$ cat config.mk
export PLATFORM = sky130hd
export DESIGN_NAME = scan_seq3
export DESIGN_NICKNAME = d
export VERILOG_FILES = /design/src/rtl/scan_seq3_pkg.sv /design/src/rtl/dwell_timer.sv /design/src/rtl/scan_seq3.sv
export SDC_FILE = /design/constraint.sdc
export NUM_CORES = 1
export LEC_CHECK = 0
export CELL_PAD_IN_SITES_DETAIL_PLACEMENT = 0
export CELL_PAD_IN_SITES_GLOBAL_PLACEMENT = 2
export CORE_ASPECT_RATIO = 0.5
export CORE_UTILIZATION = 35
export DETAILED_ROUTE_END_ITERATION = 6
export PLACE_DENSITY_LB_ADDON = 0.1
export SLEW_MARGIN = 25
export SYNTH_ARGS = -nofsm -noshare
export SYNTH_HDL_FRONTEND = slang
export SYNTH_SLANG_ARGS = --single-unit
$ cat constraint.sdc
create_clock -name clk -period 4.95 [get_ports clk]
set_input_delay 1.485 -clock clk [delete_from_list [all_inputs] [get_ports clk]]
set_output_delay 1.485 -clock clk [all_outputs]
set_load 0.05 [all_outputs]
$ cat src/rtl/scan_seq3_pkg.sv
// Shared constants for the 3-bit scan sequencer: FSM encoding, scan modes
// and the two possible first codes.
package scan_seq3_pkg;

  localparam int unsigned CODE_W = 3;

  localparam logic [1:0] ST_IDLE = 2'd0;
  localparam logic [1:0] ST_RUN  = 2'd1;
  localparam logic [1:0] ST_DONE = 2'd2;

  localparam logic [1:0] MODE_UP       = 2'b00;
  localparam logic [1:0] MODE_DOWN     = 2'b01;
  localparam logic [1:0] MODE_ONESHOT  = 2'b10;
  localparam logic [1:0] MODE_PINGPONG = 2'b11;

  localparam logic [CODE_W-1:0] CODE_LO = 3'b000;
  localparam logic [CODE_W-1:0] CODE_HI = 3'b111;

endpackage

$ cat src/rtl/dwell_timer.sv
// Dwell counter: counts up to limit, then wraps to zero; expire flags the
// last cycle of a dwell period.
module dwell_timer #(
  parameter int unsigned DWELL_W = 8
) (
  input  logic               clk,
  input  logic               rst,
  input  logic               clear,
  input  logic               enable,
  input  logic [DWELL_W-1:0] limit,
  output logic               expire
);

  logic [DWELL_W-1:0] count;

  assign expire = (count == limit);

  always_ff @(posedge clk or posedge rst) begin
    if (rst) begin
      count <= '0;
    end else if (clear) begin
      count <= '0;
    end else if (enable) begin
      count <= expire ? '0 : count + DWELL_W'(1);
    end
  end

endmodule

$ cat src/rtl/scan_seq3.sv
// Programmable scan sequencer driving the {a,b,c} selects of a 3-to-8
// decoder, with per-code dwell and step/done strobes.
module scan_seq3
  import scan_seq3_pkg::*;
#(
  parameter int unsigned DWELL_W = 8
) (
  input  logic               clk,
  input  logic               rst,
  input  logic               start,
  input  logic               stop,
  input  logic [1:0]         mode,
  input  logic [DWELL_W-1:0] dwell,
  output logic               a,
  output logic               b,
  output logic               c,
  output logic               valid,
  output logic               step,
  output logic               busy,
  output logic               done
);

  logic [1:0]         state, state_n;
  logic [CODE_W-1:0]  code, code_n;
  logic               dir_down, dir_down_n;
  logic [1:0]         mode_q, mode_n;
  logic [DWELL_W-1:0] dwell_q, dwell_n;
  logic               valid_n, step_n, busy_n, done_n;
  logic               timer_clear, timer_en, expire;

  dwell_timer #(.DWELL_W(DWELL_W)) u_timer (
    .clk    (clk),
    .rst    (rst),
    .clear  (timer_clear),
    .enable (timer_en),
    .limit  (dwell_q),
    .expire (expire)
  );

  always_ff @(posedge clk or posedge rst) begin
    if (rst) begin
      state    <= ST_IDLE;
      code     <= CODE_LO;
      dir_down <= 1'b0;
      mode_q   <= MODE_UP;
      dwell_q  <= '0;
      valid    <= 1'b0;
      step     <= 1'b0;
      busy     <= 1'b0;
      done     <= 1'b0;
    end else begin
      state    <= state_n;
      code     <= code_n;
      dir_down <= dir_down_n;
      mode_q   <= mode_n;
      dwell_q  <= dwell_n;
      valid    <= valid_n;
      step     <= step_n;
      busy     <= busy_n;
      done     <= done_n;
    end
  end

  // Next-state and next-output logic; stop outranks a dwell expiry.
  always_comb begin
    state_n     = state;
    code_n      = code;
    dir_down_n  = dir_down;
    mode_n      = mode_q;
    dwell_n     = dwell_q;
    valid_n     = 1'b0;
    step_n      = 1'b0;
    busy_n      = 1'b0;
    done_n      = 1'b0;
    timer_clear = 1'b0;
    timer_en    = 1'b0;

    case (state)
      ST_IDLE: begin
        if (start && !stop) begin
          state_n     = ST_RUN;
          mode_n      = mode;
          dwell_n     = dwell;
          code_n      = (mode == MODE_DOWN) ? CODE_HI : CODE_LO;
          dir_down_n  = (mode == MODE_DOWN);
          timer_clear = 1'b1;
          valid_n     = 1'b1;
          busy_n      = 1'b1;
          step_n      = 1'b1;
        end
      end

      ST_RUN: begin
        if (stop) begin
          state_n = ST_IDLE;
        end else begin
          timer_en = 1'b1;
          valid_n  = 1'b1;
          busy_n   = 1'b1;
          if (expire) begin
            step_n = 1'b1;
            case (mode_q)
              MODE_UP:   code_n = code + 3'd1;
              MODE_DOWN: code_n = code - 3'd1;
              MODE_ONESHOT: begin
                if (code == CODE_HI) begin
                  state_n = ST_DONE;
                  done_n  = 1'b1;
                  valid_n = 1'b0;
                  busy_n  = 1'b0;
                  step_n  = 1'b0;
                end else begin
                  code_n = code + 3'd1;
                end
              end
              default: begin
                // Ping-pong turns at the endpoints so each is shown once.
                if (!dir_down) begin
                  if (code == CODE_HI) begin
                    dir_down_n = 1'b1;
                    code_n     = code - 3'd1;
                  end else begin
                    code_n = code + 3'd1;
                  end
                end else begin
                  if (code == CODE_LO) begin
                    dir_down_n = 1'b0;
                    code_n     = code + 3'd1;
                  end else begin
                    code_n = code - 3'd1;
                  end
                end
              end
            endcase
          end
        end
      end

      ST_DONE: state_n = ST_IDLE;

      default: state_n = ST_IDLE;
    endcase
  end

  assign a = code[2];
  assign b = code[1];
  assign c = code[0];

endmodule

==> results of run 1 <==
## how the worst max path moves through the flow
| stage | from | end |
|---|---|---|
| floorplan | stop | dir_down |
| CTS | stop | dir_down |
| detailed placement | stop | dir_down |
| finish | stop | dir_down |
| global route | stop | code[1] |
| global placement | stop | dir_down |
## cell usage in the layout, fill, tap and decap left out, drive strengths merged, types with 3 or more instances in the layout
master          n
nand2          43
inv             6
clkdlybuf4s50  20
a21oi           7
nor2            4
xor2            8
o21ai           7
nor3            3
nand3           4
dfrtp          27
clkbuf          4
ha              5
o32ai           5
## cell usage after synthesis (2+ instances only)
cell type and count:
o21ai_0 7, nor2_1 4, nand3b_1 2, a31oi_1 2
clkbuf_1 2, dfrtp_1 27, nor2b_1 2, or2_2 2
nor3_1 3, nand2_1 42, ha_1 5, nand3_1 4
xnor2_1 2, inv_1 6, nor4_2 2, a21oi_1 6
a2bb2oi_1 2, xor2_1 8, o32ai_1 5
## metrics by stage
| step | power (mW) | setup slack (ns) |
|---|---|---|
| after floorplan | 0.477 | 2.51 |
| after global placement | 0.547 | 1.55 |
| after detailed placement | 0.547 | 1.53 |
| after CTS | 0.675 | 1.83 |
| after global routing | 0.717 | 1.69 |
| final | 0.668 | 1.83 |
## routing by layer
layer / part of all wire, % / vias to the layer above / GRT usage, % / wire (um)
met4: 0 / 0 / 1.88 / 0
met5: 0 / - / 0 / 0
met3: 4.2 / 0 / 3.88 / 124
li1: - / 558 / - / -
met2: 43 / 20 / 25.5 / 1250
met1: 53 / 506 / 20.7 / 1550
## registers in the layout, indices dropped and copies added (netlist names)
register	count
step	1
busy	1
dwell_q	8
code	3
mode_q	2
state	2
done	1
dir_down	1
u_timer.count	8
## cell families (layout without fill, tap and decap cells)
group | after synthesis | count (layout)
mux | 1 | 1
flops | 27 | 27
compound gates | 29 | 29
buf+inv | 10 | 30
fa+ha+maj | 5 | 5
xor+xnor | 10 | 10
simple gates | 68 | 68
## worst reg2reg max path, stage by stage (launching register included)
cell      delay, ns
dfrtp_1        0.45
xor2_1         0.17
nor4_2         0.37
nand2_1        0.34
o31ai_1        0.28
o2bb2a_1       0.24
## power by group through the flow
stage,sequential [mW],clock (mW),combinational [mW]
global route,0.308,0.143,0.266
detailed placement,0.306,0,0.241
CTS,0.301,0.132,0.242
global placement,0.306,0,0.241
floorplan,0.341,0,0.135
finish,0.302,0.127,0.239
## final cells by class
class,count,area [sq um],share of cell area [%]
timing repair buffer,20,200,11.7
clock buffer,4,45.0,2.64
inverter,6,22.5,1.32
sequential,27,676,39.6
tap,51,63.8,3.74
multi-input combinational,113,699,41.0
==> impl_results.md, run 1 <==
* WL/cell at 13.2 um
* Crit path cell chain: clkdlybuf4s50_1 -> inv_1 -> nand3_1 -> a21oi_1 -> mux2_2
* Kind of critical path: in2reg
* Fill cell count at 351
* Clk Tree Root Cell: clkbuf_8
* Drc violations at 0
* CP Max Fanout at 19
* CP Launch Type: input port
* Routability Congestion at 0.727
* Worst min-delay path startpoint: dwell_q[7]
* HP Class: reg2reg
* R2R Setup Slk at 3.00 ns
* Crit path required time at 5.12 ns
* IO Pins at 21
* H-tree levels at 1
* Layout Utilization at 46.6%
* XOR/XNOR share of the synthesized area at 6.15%
* Yosys reg bits at 27
* Max-cap violations at 0
* Largest family of logic cells by synthesized area: simple AND/OR/NAND/NOR gates
* CP peak stage delay at 0.55 ns
* Cell internal pwr at 0.420 mW
* Diode count at 0
* Non-Filler Instances at 221
* Slew at the pin with the worst max-slew slack at 0.762 ns
* CP bufs+invs at 2
* First-pass GRT wire length at 4870 um
* Unrepaired setup endpoints after global routing: no
* Later-pin clock latency in the skew report at 0.27 ns
* Placed cells at 217
* Vias/cell at 4.90
* Mux share of post-synthesis cell area at 0.791%
* Worst Hold Path EP: dwell_q[7]
* Compound-Gate Fraction of Synth Area at 14.1%
* Global route total overflow at 0
* Synth area leaders: dfrtp_1 47%, nand2_1 11%, xor2_1 4.9%, ha_1 4.4%, o32ai_1 3.1%
* Pin count of the biggest net entering global routing at 28
* Final setup fails at 0
* Reg power frac at 45.1%
* Setup Skew at 0.00531 ns
* Slew headroom at 49.0%
* Fin crit period at 3.12 ns
* Hold depth at 2
* Average size of a mapped cell at 9.49 sq um
* Final wirelength at 2930 um
* Initial DRT Pass Iterations at 4
* Syn Inst Count at 150
* Combinational group share of total power at 35.8%
* Fmax at 321 MHz
* Overall via count from detail_route at 1084
* Reg2Reg Depth at 5
* CP top delay family: buffers and inverters
* Syn nets at 169
* Initial Util at 38.9%
* PostCTS Resize Cnt at 0
* Vert. Die Dim at 47.1 um
* Final Cell Area at 0.00171 sq mm
* Ys Warns at 0
* Core area at 0.00366 sq mm
* Synthesized area at 0.00142 sq mm
* Number of CTS-inserted buffers at 3
* Synth-to-layout area growth at 19.9%
* Final-report hold violation count at 0
* Sequential share of the synthesized area at 47.5%
* Post-CTS Setup Bufs at 0
* # hold bufs at CTS at 0
* Psw at 0.248 mW
* Static Leakage at 0.765 nW
* Clk buf depth at 2
* Layout net count at 190
* Net Sw Frac at 37.2%
* Power Density at 391 mW/mm^2
* CTS tree: done
* Post-DP HPWL at 2140 um
* Period utilisation layout at 62.9%
* Asr flop ratio synth at 100%
* Area leader, netlist: dfrtp_1
* Total GRT Usage at 15.1%
* Num rows at 15
* Iter 0 DRT Violations at 37
* Final hold slack at 0.509 ns
* # port buffers at 20
* Crit end category: register
* Clock Power Share at 19.0%
* R2r endpoint: code[0]
* Worst vdd ir at 0.147 mV
* Detail Route Antenna Nets at 0
* EDFF count, synth at 0
* Data arrival time of the critical path at 3.28 ns
* Layout cells sized above 1 at 7.65%
* Proportion of netlist area held by the largest area contributor at 47.5%
* Crit-path slowest cell: nand3_1
* Outcome: complete, no violations
* Post-Synth Simple-Gate Area at 23.7%
* Reg clk slew, reported paths at 0.09 ns
* Area after DPL at 0.00166 sq mm
* Vias in the first global route at 1009
* Worst r2r src: u_timer.count[5]
* Synth Area in Adders at 4.39%
* Die area at 0.00434 sq mm
* Post-synthesis cell type count at 36
* Initial antenna violation count at 0
* CTS sink cnt at 27
* Top FF cell, synth: dfrtp_1
* Fin. max-slew vios at 0
* Fin Setup TNS at 0 ns
* Levels on crit path at 5
* Die X-Extent at 92.2 um
Power figures use the tool's default switching activity.
==> inputs of run 2 (changes only) <==
--- a/config.mk
+++ b/config.mk
@@ -8,7 +8,7 @@
 export CELL_PAD_IN_SITES_DETAIL_PLACEMENT = 0
 export CELL_PAD_IN_SITES_GLOBAL_PLACEMENT = 2
 export CORE_ASPECT_RATIO = 0.5
-export CORE_UTILIZATION = 35
+export CORE_UTILIZATION = 33
 export DETAILED_ROUTE_END_ITERATION = 6
 export PLACE_DENSITY_LB_ADDON = 0.1
 export SLEW_MARGIN = 25
==> constraint.sdc (replaced) <==
create_clock -name clk -period 2.95 [get_ports clk]
set_input_delay 0.885 -clock clk [delete_from_list [all_inputs] [get_ports clk]]
set_output_delay 0.885 -clock clk [all_outputs]
set_load 0.05 [all_outputs]
==> run 2 against run 1 <==
Against the previous run: first-iteration DRC count decreased by 51%; sequential share of layout area decreased by 0.60 points; register-to-register slack got worse by 2.1 ns; critical path type is now reg2out; non-clock buffer count increased by 3; clock-buffer cell count unchanged; sequential power increased by 68%; cell count increased by 2.7%; setup slack got worse by 1.3 ns; power increased by 69%; wire length increased by 5.3%.
==> impl_results.md, run 2 (synthesis gave the netlist of run 1 again) <==
* Later-pin clock latency in the skew report at 0.27 ns (about the same)
* Post-CTS Setup Bufs at 0 (unchanged)
* Psw at 0.423 mW (was 0.248 mW)
* Initial DRT Pass Iterations at 4 (unchanged)
* CTS tree: done (unchanged)
* Layout net count at 193 (was 190)
* Static Leakage at 0.781 nW (was 0.765 nW)
* First-pass GRT wire length at 5430 um (was 4870 um)
* Layout Utilization at 43.1% (was 46.6%)
* Non-Filler Instances at 227 (was 221)
* Power Total at 1.13 mW (was 0.668 mW)
* Global route total overflow at 0 (unchanged)
* Fmax at 409 MHz
* Clk Tree Root Cell: clkbuf_8 (unchanged)
* Kind of critical path: reg2out (was in2reg)
* Final wirelength at 3080 um (was 2930 um)
* Post-DP HPWL at 2200 um (was 2140 um)
* Overall via count from detail_route at 1108 (was 1084)
* CP bufs+invs at 1 (was 2)
* Layout cells sized above 1 at 8.67% (was 7.65%)
* Final setup fails at 0 (unchanged)
* CTS sink cnt at 27 (unchanged)
* Detail Route Antenna Nets at 0 (unchanged)
* Initial antenna violation count at 0 (unchanged)
* Final-report hold violation count at 0 (unchanged)
* Most frequent cells in the layout: 42 x nand2_1, 27 x dfrtp_1, 20 x clkdlybuf4s50_1, 8 x xor2_1, 7 x o21ai_0 (unchanged)
* Data arrival time of the critical path at 1.56 ns (was 3.28 ns)
* Power Density at 653 mW/mm^2 (was 391 mW/mm^2)
* Placed cells at 223 (was 217)
* Synth-to-layout area growth at 21.7% (was 19.9%)
* Drc violations at 0 (unchanged)
* Vert. Die Dim at 48.5 um (was 47.1 um)
* Reg power frac at 44.9% (was 45.1%)
* Initial Util at 35.4% (was 38.9%)
* Vias in the first global route at 1133 (was 1009)
* Period utilisation layout at 82.8%
* Pin count of the biggest net entering global routing at 28 (unchanged)
* Clk buf depth at 2 (unchanged)
* Fin Setup TNS at 0 ns (unchanged)
* Combinational group share of total power at 36.1% (was 35.8%)
* Worst vdd ir at 0.213 mV (was 0.147 mV)
* Crit end category: output port (was register)
* Max-cap violations at 0 (unchanged)
* Reg clk slew, reported paths at 0.09 ns (about the same)
* # port buffers at 20 (unchanged)
* Outcome: complete, no violations (unchanged)
* Total GRT Usage at 15.4% (was 15.1%)
* Core area at 0.00402 sq mm (was 0.00366 sq mm)
* Commonest non-fill, non-tap cell in the layout: nand2_1 (unchanged)
* Die area at 0.00460 sq mm (was 0.00434 sq mm)
* CP Max Fanout at 6 (was 19)
* IO Pins at 21 (unchanged)
* Slew at the pin with the worst max-slew slack at 0.505 ns (was 0.762 ns)
* Vias/cell at 4.88 (was 4.90)
* Fin crit period at 2.44 ns
* HP Class: reg2reg (unchanged)
* Slew headroom at 65.8% (was 49.0%)
* Crit-path slowest cell: clkdlybuf4s50_1 (was nand3_1)
* Cell internal pwr at 0.709 mW (was 0.420 mW)
* CP top delay family: buffers and inverters (unchanged)
* Clock Power Share at 19.1% (was 19.0%)
* WL/cell at 13.6 um (was 13.2 um)
* Net Sw Frac at 37.4% (was 37.2%)
* Fin. max-slew vios at 0 (unchanged)
* CP Launch Type: register (was input port)
* Final hold slack at 0.504 ns (was 0.509 ns)
* PostCTS Resize Cnt at 0 (unchanged)
* # hold bufs at CTS at 0 (unchanged)
* Top Registers: dwell_q x8, u_timer.count x8, code x3 (unchanged)
* Die X-Extent at 94.9 um (was 92.2 um)
* Routability Congestion at 0.745 (was 0.727)
* Crit path required time at 2.07 ns (was 5.12 ns)
* Iter 0 DRT Violations at 18 (was 37)
* CP peak stage delay at 0.83 ns (was 0.55 ns)
* Crit path cell chain: clkdlybuf4s50_1 (was clkdlybuf4s50_1 -> inv_1 -> nand3_1 -> a21oi_1 -> mux2_2)
* H-tree levels at 1 (unchanged)
* Num rows at 16 (was 15)
* Setup Skew at 0.00185 ns (was 0.00531 ns)
* Diode count at 0 (unchanged)
* Unrepaired setup endpoints after global routing: no (unchanged)
* Number of CTS-inserted buffers at 3 (unchanged)
-- run 2: layer usage --
metal / global-route usage [%] / part of all wire (%) / up-vias
li1: - / - / 563
met1: 22.2 / 53 / 529
met2: 23.5 / 43 / 14
met3: 4.25 / 3.2 / 2
met4: 2.27 / 0.42 / 0
met5: 0 / 0 / -
-- run 2: final timing paths --
| kind | start | endpoint | slack (ns) | depth (start not counted) |
|---|---|---|---|---|
| max | code[2] | a | 0.51 | 1 |
| min | dwell_q[5] | dwell_q[5] | 0.50 | 2 |
| max reg2reg | u_timer.count[0] | code[0] | 0.92 | 5 |
| min reg2reg | dwell_q[5] | dwell_q[5] | 0.50 | 2 |
| max in group asynchronous | rst | u_timer.count[5] | 1.71 | 3 |
| min in group asynchronous | rst | mode_q[1] | 0.97 | 3 |
-- run 2: power groups by stage --
stage | Clock, mW | Sequential [mW] | Combinational [mW]
after floorplan | 0 | 0.573 | 0.227
after global placement | 0 | 0.514 | 0.412
after detailed placement | 0 | 0.515 | 0.413
after CTS | 0.227 | 0.507 | 0.415
after global routing | 0.241 | 0.521 | 0.455
final | 0.216 | 0.508 | 0.408
-- run 2: stage by stage --
stage	setup WS [ns]	instance area (sq um)
2_1_floorplan	1.09	1420
3_3_place_gp	0.692	1690
3_5_place_dp	0.653	1690
4_1_cts	0.498	1730
5_1_grt	0.426	1730
6_report	0.506	1730
-- run 2: layout make-up --
class                   instances  area, sq um
fillers                       413         2290
flip-flops and latches         27          676
repair buffers                 23          223
inverters                       6         22.5
well taps                      54         67.6
clock buffers                   4         45.0
multi-input cells             113          699
